--- src/rtl/ex_mem_latch_pkg.sv ---
// rtl/ex_mem_latch_pkg.sv - shared EX/MEM pipeline widths, opcodes and bundle type
package ex_mem_latch_pkg;

  localparam int B_DEF    = 32;
  localparam int W_DEF    = 5;
  localparam int OPCODE_W = 6;

  // Load/store opcodes; the memory stage decodes access width from these.
  localparam logic [OPCODE_W-1:0] LB  = 6'h20;
  localparam logic [OPCODE_W-1:0] LH  = 6'h21;
  localparam logic [OPCODE_W-1:0] LW  = 6'h23;
  localparam logic [OPCODE_W-1:0] LBU = 6'h24;
  localparam logic [OPCODE_W-1:0] LHU = 6'h25;
  localparam logic [OPCODE_W-1:0] SB  = 6'h28;
  localparam logic [OPCODE_W-1:0] SH  = 6'h29;
  localparam logic [OPCODE_W-1:0] SW  = 6'h2B;

  typedef struct packed {
    logic [B_DEF-1:0]    alu_result;
    logic [B_DEF-1:0]    write_data;
    logic [OPCODE_W-1:0] opcode;
    logic                mem_write;
    logic                branch;
    logic                branch_not;
    logic                zero;
    logic                reg_write;
    logic                mem_to_reg;
    logic [W_DEF-1:0]    write_reg;
    logic [B_DEF-1:0]    branch_target;
  } ex_mem_bundle_t;

endpackage

--- src/rtl/ex_mem_latch_skid_reg.sv ---
// rtl/ex_mem_latch_skid_reg.sv - generic 2-entry valid/ready skid buffer with flush
module skid_reg #(
  parameter int WIDTH = 8
) (
  input  logic             clk,
  input  logic             rst_n,
  input  logic             flush,
  input  logic             in_valid,
  output logic             in_ready,
  input  logic [WIDTH-1:0] in_data,
  output logic             out_valid,
  input  logic             out_ready,
  output logic [WIDTH-1:0] out_data
);

  logic             m_v;
  logic             s_v;
  logic [WIDTH-1:0] m_d;
  logic [WIDTH-1:0] s_d;
  logic             accept;
  logic             drain;

  // Ready depends only on the skid flag, so no comb path from out_ready.
  assign in_ready  = ~s_v;
  assign out_valid = m_v;
  assign out_data  = m_d;
  assign accept    = in_valid & ~s_v;
  assign drain     = m_v & out_ready;

  always_ff @(posedge clk or negedge rst_n) begin
    if (!rst_n) begin
      m_v <= 1'b0;
      s_v <= 1'b0;
      m_d <= '0;
      s_d <= '0;
    end else begin
      if (s_v) begin
        if (drain) m_d <= s_d;
      end else if (accept) begin
        if (!m_v || drain) m_d <= in_data;
        else               s_d <= in_data;
      end

      if (flush) begin
        m_v <= 1'b0;
        s_v <= 1'b0;
      end else if (s_v) begin
        if (drain) s_v <= 1'b0;
      end else begin
        m_v <= accept | (m_v & ~drain);
        s_v <= accept & m_v & ~drain;
      end
    end
  end

  a_no_skid_without_main: assert property (@(posedge clk) disable iff (!rst_n) !(s_v && !m_v));

endmodule

--- src/rtl/ex_mem_latch.sv ---
// rtl/ex_mem_latch.sv - EX/MEM pipeline latch; EX_MEM_STALL_COUNT_EN adds stall_count
module ex_mem_latch
  import ex_mem_latch_pkg::*;
#(
  parameter int B = B_DEF,
  parameter int W = W_DEF
) (
  input  logic                clk,
  input  logic                rst_n,
  input  logic                ex_valid,
  output logic                ex_ready,
  input  logic [B-1:0]        ex_alu_result,
  input  logic [B-1:0]        ex_write_data,
  input  logic [OPCODE_W-1:0] ex_opcode,
  input  logic                ex_mem_write,
  input  logic                ex_branch,
  input  logic                ex_branch_not,
  input  logic                ex_zero,
  input  logic                ex_reg_write,
  input  logic                ex_mem_to_reg,
  input  logic [W-1:0]        ex_write_reg,
  input  logic [B-1:0]        ex_branch_target,
  output logic                mem_valid,
  input  logic                mem_ready,
  output logic [B-1:0]        mem_alu_result,
  output logic [B-1:0]        mem_write_data,
  output logic [OPCODE_W-1:0] mem_opcode,
  output logic                mem_mem_write,
  output logic                mem_branch,
  output logic                mem_branch_not,
  output logic                mem_zero,
  output logic                mem_reg_write,
  output logic                mem_mem_to_reg,
  output logic [W-1:0]        mem_write_reg,
  output logic [B-1:0]        mem_branch_target,
`ifdef EX_MEM_STALL_COUNT_EN
  output logic [31:0]         stall_count,
`endif
  input  logic                flush
);

  // Same field order as ex_mem_bundle_t, but sized by this instance's B/W.
  typedef struct packed {
    logic [B-1:0]        alu_result;
    logic [B-1:0]        write_data;
    logic [OPCODE_W-1:0] opcode;
    logic                mem_write;
    logic                branch;
    logic                branch_not;
    logic                zero;
    logic                reg_write;
    logic                mem_to_reg;
    logic [W-1:0]        write_reg;
    logic [B-1:0]        branch_target;
  } bundle_t;

  bundle_t ex_bundle;
  bundle_t mem_bundle;

  assign ex_bundle = '{
    alu_result:    ex_alu_result,
    write_data:    ex_write_data,
    opcode:        ex_opcode,
    mem_write:     ex_mem_write,
    branch:        ex_branch,
    branch_not:    ex_branch_not,
    zero:          ex_zero,
    reg_write:     ex_reg_write,
    mem_to_reg:    ex_mem_to_reg,
    write_reg:     ex_write_reg,
    branch_target: ex_branch_target
  };

  skid_reg #(
    .WIDTH ($bits(bundle_t))
  ) u_skid (
    .clk       (clk),
    .rst_n     (rst_n),
    .flush     (flush),
    .in_valid  (ex_valid),
    .in_ready  (ex_ready),
    .in_data   (ex_bundle),
    .out_valid (mem_valid),
    .out_ready (mem_ready),
    .out_data  (mem_bundle)
  );

  assign mem_alu_result    = mem_bundle.alu_result;
  assign mem_write_data    = mem_bundle.write_data;
  assign mem_opcode        = mem_bundle.opcode;
  assign mem_zero          = mem_bundle.zero;
  assign mem_mem_to_reg    = mem_bundle.mem_to_reg;
  assign mem_write_reg     = mem_bundle.write_reg;
  assign mem_branch_target = mem_bundle.branch_target;

  // Stale data left in M after a drain or flush must never write memory or regs.
  assign mem_mem_write  = mem_bundle.mem_write  & mem_valid;
  assign mem_branch     = mem_bundle.branch     & mem_valid;
  assign mem_branch_not = mem_bundle.branch_not & mem_valid;
  assign mem_reg_write  = mem_bundle.reg_write  & mem_valid;

`ifdef EX_MEM_STALL_COUNT_EN
  always_ff @(posedge clk or negedge rst_n) begin
    if (!rst_n) begin
      stall_count <= '0;
    end else if (ex_valid && !ex_ready && stall_count != 32'hFFFF_FFFF) begin
      stall_count <= stall_count + 32'd1;
    end
  end
`endif

endmodule

--- config.mk ---
export PLATFORM = sky130hd
export DESIGN_NAME = ex_mem_latch
export DESIGN_NICKNAME = d
export VERILOG_FILES = /design/src/rtl/ex_mem_latch_pkg.sv /design/src/rtl/ex_mem_latch_skid_reg.sv /design/src/rtl/ex_mem_latch.sv
export SDC_FILE = /design/constraint.sdc
export NUM_CORES = 1
export LEC_CHECK = 0
export CAP_MARGIN = 20
export CORE_ASPECT_RATIO = 1.25
export CORE_MARGIN = 2
export CORE_UTILIZATION = 47
export CTS_BUF_LIST = sky130_fd_sc_hd__clkbuf_8
export DETAILED_ROUTE_END_ITERATION = 16
export PLACE_DENSITY_LB_ADDON = 0.1
export SLEW_MARGIN = 20
export SYNTH_ARGS = -nofsm -noshare
export SYNTH_HDL_FRONTEND = slang
export SYNTH_HIERARCHICAL = 1
export SYNTH_SLANG_ARGS = --single-unit
export TNS_END_PERCENT = 10
--- constraint.sdc ---
create_clock -name clk -period 1.7 [get_ports clk]
set_input_delay 0.34 -clock clk [delete_from_list [all_inputs] [get_ports clk]]
set_output_delay 0.34 -clock clk [all_outputs]
set_load 0.02 [all_outputs]
Word-level counts from Yosys, hierarchy flattened
Cells that the tools add are included.

Flip-flop bits (word level): 228. Bits in latches: 0. Memory bits (writable): 0. Bits in read-only memories: 0. Bits of input ports: 118. Output and inout bits: 115. Word-level logic and storage cells: 34. Memories kept: 0.

Add/subtract/negate cells: 0. Multiply operators: 0. Divide/modulo/power cells: 0. Order comparisons: 0. Equality and inequality tests: 2. Shift-type cells: 0. Multiplexer cells: 9. Bitwise operators: 13. Reduce and logical (&&, ||, !) cells: 6.

Operators with widths (number): $mux 113 (4); $and 1x1->1 (9); $reduce_and 3->1 (2); $mux 1 (5); $ne 2x2->1 const B (2); $reduce_bool 2->1 (2); $not 1->1 (3); $logic_not 1->1 (1); $logic_or 1x1->1 (1); $or 1x1->1 (1).

Logic depth before layout (Yosys ltp)
Gate-level depths: netlist (run 1).

Word-level depth: 6. Gate-level depth with buffers: 6. Gate-level depth less buffers: 3.

Cells and area by module
The synthesis (run 1) kept the hierarchy.

By module, submodules not included: skid_reg (instances 1, cells an instance 616, area an instance 9872.0 um2, sequential area each 5705.5 um2); ex_mem_latch (instances 1, cells an instance 4, area an instance 25.0 um2, sequential area each 0.0 um2).

Least setup slack after synthesis (run 1)
No wires, ideal clock.

Path type: register to register. From: reg u_skid.m_v (netlist: u_skid/out_valid). To: reg u_skid.m_d[17] (netlist: u_skid/out_data[17]). Library setup time: 0.127 ns. Arrival: 1.606 ns. Data required time: 1.573 ns. Slack: -0.034 ns. Cell stages (with the launch flop): 6. Path buffers: 2. Period minus slack after synthesis: 1.734 ns. Cells stage by stage: dfrtp_1 > or2_1 > a21oi_2 > buf_6 > buf_8 > mux2_1.

Word-level cells in the longest chain between the ends: 4. Elaborated cells on any way between the ends: 6.

Ends and longest elaborated chain: start, declared (line ex_mem_latch_skid_reg.sv:16) `logic m_v;`; start signal, assigned (line ex_mem_latch_skid_reg.sv:50) `m_v <= accept | (m_v & ~drain);`; $and 1x1->1 or $logic_not 1->1 (tied branches) (line ex_mem_latch_skid_reg.sv:28, ex_mem_latch_skid_reg.sv:40); $logic_or 1x1->1 (line ex_mem_latch_skid_reg.sv:40) `if (!m_v || drain) m_d <= in_data;`; $reduce_bool 2->1 (no source line); $reduce_and 3->1 (no source line) *; end signal, assigned (line ex_mem_latch_skid_reg.sv:40); end, declared (line ex_mem_latch_skid_reg.sv:18) `logic [WIDTH-1:0] m_d;`.

Mark *: on every way between the ends. The rest lies on a longest branch, timed or not. A chain may end at the register's enable or synchronous reset.

Worst setup path after layout (run 1)
From: reg u_skid.s_v. To: reg u_skid.m_d[47] (netlist: u_skid/out_data[47]).

Word-level cells in the longest chain between the ends: 4. Elaborated cells on any way between the ends: 7.

Ends and longest elaborated chain: start, declared (line ex_mem_latch_skid_reg.sv:17) `logic s_v;`; start signal, assigned (line ex_mem_latch_skid_reg.sv:51) `s_v <= accept & m_v & ~drain;`; $not 1->1 (no source line); $and 1x1->1 (line ex_mem_latch_skid_reg.sv:27) `assign accept = in_valid & ~s_v;`; $reduce_bool 2->1 (no source line); $reduce_and 3->1 (no source line).

Parallel ways exist; a longest one is shown, timed or not.

==> metrics.cfg, run 1 <==
[outcome]
status = complete, but fails checks
violations = setup timing

[timing]
tightest_slew_ns = 0.3657
max_slew_margin = 0.7562
fmax_mhz = 546.6
tns_ns = -16.65
holdWs_ns = 0.3175
hold_violations = 0
rsz0062_at_grt = yes
worst_slack_ns = -0.1295
skew_ns = 0.01090
setup_viol = 229
period_share = 1.076
slew_violations = 0
fin_crit_ns = 1.829

[route]
drt_iter0_markers = 185
wl_um = 24380
vias_per_cell = 5.165
wire_per_inst_um = 20.42
drt_pre_antenna_iters = 4
final_antenna_net_count = 0
drc = 0
dr_total_vias = 6167

[placement]
gp_congestion = 0.7313
io_buffer_count = 232
dp_hpwl_um = 15330
postPlaceCellArea_um2 = 12710

[floorplanning]
start_util = 0.4771
ios = 233
rows = 59
core_um2 = 20740
die_x_um = 133.8
fp.dieH_um = 166.2
dieArea_um2 = 22240

[layout]
fin_util = 0.6754
mostFrequentLayoutCell = dfrtp_1
layout_common_cells = dfrtp_1 (226), mux2_2 (195), clkdlybuf4s50_1 (116)
antennaDiodeCount = 0
nets = 1021
syn_to_final_growth_pct = 41.56
final_cell_area_um2 = 14010
final.fill_count = 1503
drive_above_1_share = 0.4554

[setup_path]
crit_arrival_ns = 2.22
critPathKind = flop to flop
end_kind = flop
start_kind = flop
worstPathRequired_ns = 2.09
path_max_fanout = 10

[clocking]
root_buffer = clkbuf_8
clockBufferDepth = 3
cts_made_buffers = 38
tritoncts = yes
cts.sinks = 228
htreeDepth = 2
clkSlewWorstSetupHoldPaths_ns = 0.06
clkLatencyLatePin_ns = 0.51

[yosys]
synthTopCellsByArea = dfrtp_1 (58%), mux2_2 (31%), mux2_1 (8.0%), buf_8 (1.1%), buf_4 (0.76%)
synth_area_per_cell_um2 = 15.96
synthesis.nets = 738
yosysSeqAreaShare = 0.5765
synth-seq-cells = 228
synth_top_area_cell = dfrtp_1
netlist_area_um2 = 9897
synth_cells = 620
yosysWarnings = 6
synth_top_area_frac = 0.5765
ys_types = 19

[grt]
grt_max_degree = 50
antenna_found_initial = 0
overflow = 0
gr-usage-all-layers = 0.2053
grt_pass1_vias = 6808
grt_pass1_wl_um = 36540

[flow_run]
cap_violations = 0

[pwr]
p_leak_uw = 0.006286
power_density_nw_per_um2 = 1188
ir_worst_vdd_uv = 735.2

[worst_hold_path]
hold_class = primary input to async pin

## area by class of cell
type / instances / area, µm² / area share
Clock buffer: 43 / 591.8 / 0.04224
Clock inverter: 14 / 58.81 / 0.004198
Inverter: 2 / 7.507 / 0.0005359
Multi-Input combinational cell: 353 / 4368 / 0.3118
Sequential cell: 228 / 5710 / 0.4076
Tap cell: 274 / 342.8 / 0.02447
Timing Repair Buffer: 280 / 2930 / 0.2092
## worst max-delay path, stage by stage (launching register included)
cell and delay (ns):
dfrtp_4 0.51, or2_4 0.27, a21oi_4 0.24, buf_12 0.19, buf_12 0.16, mux2_1 0.32
## cell usage after synthesis
cell,number
o21ai_0,1
dfrtp_1,228
nor3b_1,1
nor2_1,1
clkbuf_1,7
buf_2,12
buf_6,1
a21oi_2,1
and2_1,4
nand2_1,1
or2_1,1
inv_1,2
nand2b_1,1
mux2_1,70
nor3b_2,1
a21oi_1,2
buf_8,7
buf_4,10
mux2_2,269
## what timing repair did
action	in CTS	in global routing
cloned	0	12
gates resized for setup	195	86
setup endpoints to repair	340	230
setup buffers	1	4
pin swaps	0	1
endpoints found under the hold margin	36	0
hold buffers	1	0
## path summary, 6_finish.rpt
path | startpoint | to | slack (ns) | cells past startpoint
min in group clk | flush | u_skid/out_valid | 0.40 | 2
min | rst_n | u_skid/s_d[37] | 0.32 | 2
max | u_skid/s_v | u_skid/out_data[47] | -0.13 | 5
max reg2reg | u_skid/s_v | u_skid/out_data[47] | -0.13 | 5
min reg2reg | u_skid/out_data[22] | u_skid/out_data[22] | 0.48 | 1
max in group asynchronous | rst_n | u_skid/out_data[35] | 0.71 | 3
## flip-flops by register name, summed over array words and instances (netlist names)
register	flops
u_skid/s_d	113
u_skid/out_valid	1
u_skid/s_v	1
u_skid/out_data	113
## logic make-up after synthesis
group,after synthesis,share of synthesized area
muxes,339,0.3857
and+or+nand+nor,10,0.006574
AOI/OAI and AO/OA,4,0.002402
buffers and inverters,39,0.02882
DFF,228,0.5765
## through the flow
step                      power (µW)  setup slack, ns  std cells
final                          16650          -0.1295       1194
after global routing           17510          -0.1525       1194
after CTS                      16280          -0.1782       1178
after detailed placement       12110          -0.4565       1119
after global placement         11880          -0.4134       1119
after floorplan                 9877         0.002087        620
## per-layer routing
metal,track usage,vias up,wire [µm]
li1,-,2789,-
met1,0.2532,3172,9836
met2,0.3523,171,12730
met3,0.05525,35,1335
met4,0.06105,0,481
met5,0,-,0
## report_power, final
part | leakage (µW) | internal [µW] | switching, µW | total [µW]
Combinational | 0.00320 | 2740 | 2030 | 4780
Sequential | 0.00271 | 6800 | 765 | 7560
Clock | 0.000376 | 2270 | 2040 | 4310
Note: power is estimated with default switching activity, not from simulation.
==> run 2: changes to the inputs <==
--- a/config.mk
+++ b/config.mk
@@ -12,6 +12,7 @@
 export CTS_BUF_LIST = sky130_fd_sc_hd__clkbuf_8
 export DETAILED_ROUTE_END_ITERATION = 16
 export PLACE_DENSITY_LB_ADDON = 0.1
+export SETUP_SLACK_MARGIN = 0.3
 export SLEW_MARGIN = 20
 export SYNTH_ARGS = -nofsm -noshare
 export SYNTH_HDL_FRONTEND = slang
==> run 2 against run 1 <==
Net effect: the flow still finishes with violations (setup timing); utilization up 2.3 points; worst setup slack better by 0.0091 ns; critical endpoint is now u_skid/out_data[98]; sequential cell count unchanged; clock skew up 0.0075 ns; highest routed layer unchanged; fmax up 0.50%; sequential share of layout area down 1.3 points; register-to-register slack about the same.
==> metrics.cfg, run 2 (synthesized netlist as in run 1, its figures left out) <==
[route]
dr_total_vias = 6186
final_antenna_net_count = 0
drc = 0
drt_iter0_markers = 211
drt_pre_antenna_iters = 4
vias_per_cell = 5.129
wl_um = 23820
wire_per_inst_um = 19.75

[clocking]
clockBufferDepth = 3
clkSlewWorstSetupHoldPaths_ns = 0.06
tritoncts = yes
cts.sinks = 228
cts_made_buffers = 37
root_buffer = clkbuf_8
clkLatencyLatePin_ns = 0.51
htreeDepth = 2

[timing]
slew_violations = 0
fmax_mhz = 549.3
hold_violations = 0
tightest_slew_ns = 0.4837
rsz0062_at_grt = yes
holdWs_ns = 0.3655
setup_viol = 205
max_slew_margin = 0.6775
fin_crit_ns = 1.820
worst_slack_ns = -0.1203
skew_ns = 0.01840
period_share = 1.071

[floorplanning]
ios = 233
core_um2 = 20740
rows = 59
dieArea_um2 = 22240
die_x_um = 133.8
fp.dieH_um = 166.2
start_util = 0.4771

[flow_run]
cap_violations = 0

[pwr]
p_leak_uw = 0.006478
ir_worst_vdd_uv = 788.3
power_density_nw_per_um2 = 1236
total_power_uw = 17900

[setup_path]
start_kind = flop
worstReg2RegEnd = u_skid/out_data[98]
critPathKind = flop to flop
reg2reg_depth = 5
worstPathRequired_ns = 2.09
end_kind = flop
ff2ff_setup_slack_ns = -0.12
rr_startpoint = u_skid/s_v
crit_arrival_ns = 2.21
path_max_fanout = 12

[placement]
gp_congestion = 0.7552
dp_slack_ns = -0.3400
dp_hpwl_um = 15880
io_buffer_count = 232
dp_cells = 1128

[layout]
final.fill_count = 1373
nets = 1021
syn_to_final_growth_pct = 46.36
finalNonFillerCells = 1206
mostFrequentLayoutCell = dfrtp_1
drive_above_1_share = 0.5607
layout_common_cells = dfrtp_1 (226), mux2_2 (155), mux2_4 (137)

[grt]
grt_pass1_wl_um = 36070
grt_pass1_vias = 6979
gr-usage-all-layers = 0.2020
antenna_found_initial = 1
overflow = 0
grt_max_degree = 62

[outcome]
status = complete, but fails checks
violations = setup timing

[worst_hold_path]
hold_class = primary input to async pin

[run 2: changes by cell type in the layout (fill, tap and decap cells not counted), sizes merged]
cell	delta
dlygate4sd2	-109
bufinv	+1
buf	+111
clkinvlp	-1
inv	+1
clkbuf	+6
diode	+1
clkinv	+2
[run 2: worst max path at each step]
stage / end / depth (start not counted) / start / slack [ns]
final: u_skid/out_data[98] / 5 / u_skid/s_v / -0.12
after global routing: u_skid/out_data[72] / 5 / u_skid/s_v / -0.16
after detailed placement: u_skid/s_d[42] / 6 / ex_valid / -0.34
after CTS: u_skid/out_data[49] / 4 / u_skid/s_v / -0.13
after global placement: u_skid/s_d[39] / 6 / ex_valid / -0.33
after floorplan: u_skid/out_data[17] / 6 / u_skid/s_v / 0.002
[run 2: power breakdown]
| group | switching (µW) | internal [µW] |
|---|---|---|
| registers | 891 | 6800 |
| logic | 2020 | 3320 |
| clock network | 2090 | 2780 |
[run 2: critical path, stage by stage (launching register included)]
cell and delay, ns:
dfrtp_4 0.50, or2_4 0.25, a21oi_4 0.26, buf_6 0.19, buf_12 0.15, mux2_2 0.34
[run 2: cell type report]
cell class                      instances  area (µm²)  share of cell area
Inverter                                2       7.507           0.0005183
Multi-Input combinational cell        353        4454              0.3075
Timing Repair Buffer                  281        3179              0.2195
Clock inverter                         17       100.1            0.006910
Clock buffer                           50       688.2             0.04751
Tap cell                              274       342.8             0.02367
Sequential cell                       228        5710              0.3942
Antenna cell                            1       2.502           0.0001728
[run 2: repair_timing]
action                                 in CTS  in global routing
gates resized for setup                   696                147
hold buffers                                1                  0
buffers inserted                            3                  1
setup endpoints to repair                 341                341
endpoints found under the hold margin      53                  0
pin swaps                                   0                  3
gates cloned                                0                  5
[run 2: layer usage]
| metal | routed length, µm | up-vias | global-route usage |
|---|---|---|---|
| li1 | - | 2805 | - |
| met1 | 9491 | 3174 | 0.2345 |
| met2 | 12470 | 176 | 0.3561 |
| met3 | 1337 | 31 | 0.05830 |
| met4 | 517 | 0 | 0.06846 |
| met5 | 0 | - | 0 |
[run 2: through the flow]
stage / setup TNS, ns / area (µm²) / util
6_report: -11.88 / 14490 / 0.6983
3_5_place_dp: -66.76 / 12810 / 0.6177
4_1_cts: -13.53 / 13800 / 0.6651
5_1_grt: -24.28 / 14490 / 0.6983
2_1_floorplan: 0 / 9905 / -
3_3_place_gp: -64.86 / 12810 / 0.6177
==> run 3: changes to the inputs <==
--- a/config.mk
+++ b/config.mk
@@ -8,7 +8,7 @@
 export CAP_MARGIN = 20
 export CORE_ASPECT_RATIO = 1.25
 export CORE_MARGIN = 2
-export CORE_UTILIZATION = 47
+export CORE_UTILIZATION = 50
 export CTS_BUF_LIST = sky130_fd_sc_hd__clkbuf_8
 export DETAILED_ROUTE_END_ITERATION = 16
 export PLACE_DENSITY_LB_ADDON = 0.1
==> constraint.sdc (replaced) <==
create_clock -name clk -period 2 [get_ports clk]
set_input_delay 0.4 -clock clk [delete_from_list [all_inputs] [get_ports clk]]
set_output_delay 0.4 -clock clk [all_outputs]
set_load 0.02 [all_outputs]
==> run 3 against run 2 <==
Net effect: the run now ends clean; non-clock buffer count shrank 13; global-route usage grew 1.8 points; cell area shrank 6.2%; wire length shrank 5.0%; cell count shrank 2.2%; utilization grew 0.21 points; largest power group unchanged; critical path depth shrank 4; critical endpoint is now mem_opcode[5]; sequential power shrank 17%; clock skew shrank 0.0019 ns; first-iteration DRC count shrank 19%; sequential share of layout area grew 2.6 points.
==> metrics.cfg, run 3 (synthesized netlist as in run 1, its figures left out) <==
[floorplanning]
rows = 57
fp.dieH_um = 161.3
start_util = 0.5102
ios = 233
dieArea_um2 = 20940
core_um2 = 19400
die_x_um = 129.8

[route]
drt_iter0_markers = 170
vias_per_cell = 5.130
drc = 0
wl_um = 22620
drt_pre_antenna_iters = 4
final_antenna_net_count = 0
wire_per_inst_um = 19.18
dr_total_vias = 6048

[timing]
setup_viol = 0
holdWs_ns = 0.4170
fin_crit_ns = 1.896
slew_violations = 0
period_share = 0.9478
fmax_mhz = 527.5
skew_ns = 0.01646
rsz0062_at_grt = yes
hold_violations = 0
max_slew_margin = 0.6706
tightest_slew_ns = 0.4941

[layout]
drive_above_1_share = 0.3976
nets = 1007
syn_to_final_growth_pct = 37.28
final_cell_area_um2 = 13590
final.fill_count = 1406
fin_util = 0.7004
mostFrequentLayoutCell = mux2_2
layout_common_cells = mux2_2 (269), dfrtp_1 (226), clkdlybuf4s50_1 (166)

[pwr]
swShare = 0.2860
power.net_switching_uw = 3964
p_leak_uw = 0.005998
power.share.clock = 0.270
power_density_nw_per_um2 = 1020
power_frac_seq = 0.458
ir_worst_vdd_uv = 688.8
combPwrFrac = 0.273
total_power_uw = 13860
p_int_uw = 9896

[setup_path]
rr_startpoint = u_skid/s_v
start_kind = flop
end_kind = output pin
worstPathRequired_ns = 1.60
cp_cell_sequence = clkdlybuf4s50_1
critPathTopFamily = buffers and inverters
crit_arrival_ns = 1.50
worstReg2RegEnd = u_skid/out_data[33]
critPathKind = flop to output pin
reg2reg_depth = 5
slowest_delay_ns = 0.62
ff2ff_setup_slack_ns = 0.13
startpoint = u_skid/out_data[48]
critPathBufInv = 1
cpMaxStageDelayCell = clkdlybuf4s50_1
path_max_fanout = 2

[grt]
grt_max_degree = 54
gr-usage-all-layers = 0.2204
grt_pass1_vias = 6954
antenna_found_initial = 1
overflow = 0
grt_pass1_wl_um = 36190

[clocking]
root_buffer = clkbuf_8
clockBufferDepth = 3
cts_made_buffers = 36
cts.sinks = 228
htreeDepth = 2
tritoncts = yes
clkSlewWorstSetupHoldPaths_ns = 0.06
clkLatencyLatePin_ns = 0.52

[worst_hold_path]
hold_class = primary input to async pin

[placement]
gp_congestion = 0.7528
dp_hpwl_um = 15250
io_buffer_count = 232
postPlaceCellArea_um2 = 12740

[flow_run]
cap_violations = 0

[outcome]
status = complete, no violations

==> run 3: cell count changes in the layout (fill, tap and decap cells not counted), sizes merged, moves of 2 or more <==
| cell | before | now |
|---|---|---|
| buf | 159 | 39 |
| clkdlybuf4s50 | 116 | 166 |
| dlymetal6s2s | 0 | 31 |
| dlygate4sd2 | 0 | 27 |
| clkbuf | 55 | 42 |
| inv | 14 | 18 |
| bufbuf | 0 | 2 |
| clkinv | 4 | 2 |
| clkinvlp | 0 | 2 |
==> run 3: area by class of cell <==
type / count / area [µm²] / area share
timing repair buffer: 268 / 2930 / 0.2157
sequential: 228 / 5710 / 0.4203
clock buffer: 41 / 564.3 / 0.04153
tap: 265 / 331.6 / 0.02440
multi-input combinational: 353 / 3925 / 0.2889
clock inverter: 21 / 115.1 / 0.008472
inverter: 2 / 7.507 / 0.0005525
antenna: 1 / 2.502 / 0.0001842
==> run 3: how the worst max path moves through the flow <==
stage,slack (ns),endpoint,depth (start not counted)
global route,0.06,mem_write_data[4],1
floorplan,0.30,u_skid/out_data[17],6
global placement,-0.13,u_skid/s_d[26],6
detailed placement,-0.16,u_skid/s_d[2],6
finish,0.10,mem_opcode[5],1
CTS,0.06,ex_ready,3
==> run 3: routing by layer <==
layer,GRT usage,routed length [µm],up-vias
met2,0.3801,11530,185
li1,-,-,2774
met5,0,0,-
met3,0.06492,1515,44
met1,0.2611,8914,3045
met4,0.07722,653,0
==> run 3: per-stage QoR <==
| step | setup TNS (ns) | setup slack (ns) | instances |
|---|---|---|---|
| detailed placement | -29.25 | -0.1628 | 1108 |
| global route | 0 | 0.06059 | 1179 |
| CTS | 0 | 0.05595 | 1178 |
| global placement | -23.19 | -0.1321 | 1108 |
| floorplan | 0 | 0.3021 | 620 |
| finish | 0 | 0.1044 | 1179 |
==> run 3: timing repair <==
item / CTS / global route
endpoints found under the setup margin: 340 / 325
setup buffers: 5 / 0
hold endpoints to repair: 48 / 0
pin swaps: 1 / 0
cloned: 2 / 0
resized for setup: 60 / 32
hold buffers: 1 / 0
==> run 3: power groups by stage <==
stage                     combinational [µW]  clock [µW]  sequential, µW
after floorplan                         1490           0            6910
after CTS                               3870        3880            6360
after detailed placement                3900           0            6430
after global placement                  3770           0            6350
final                                   3780        3740            6350
after global routing                    4030        4090            6500
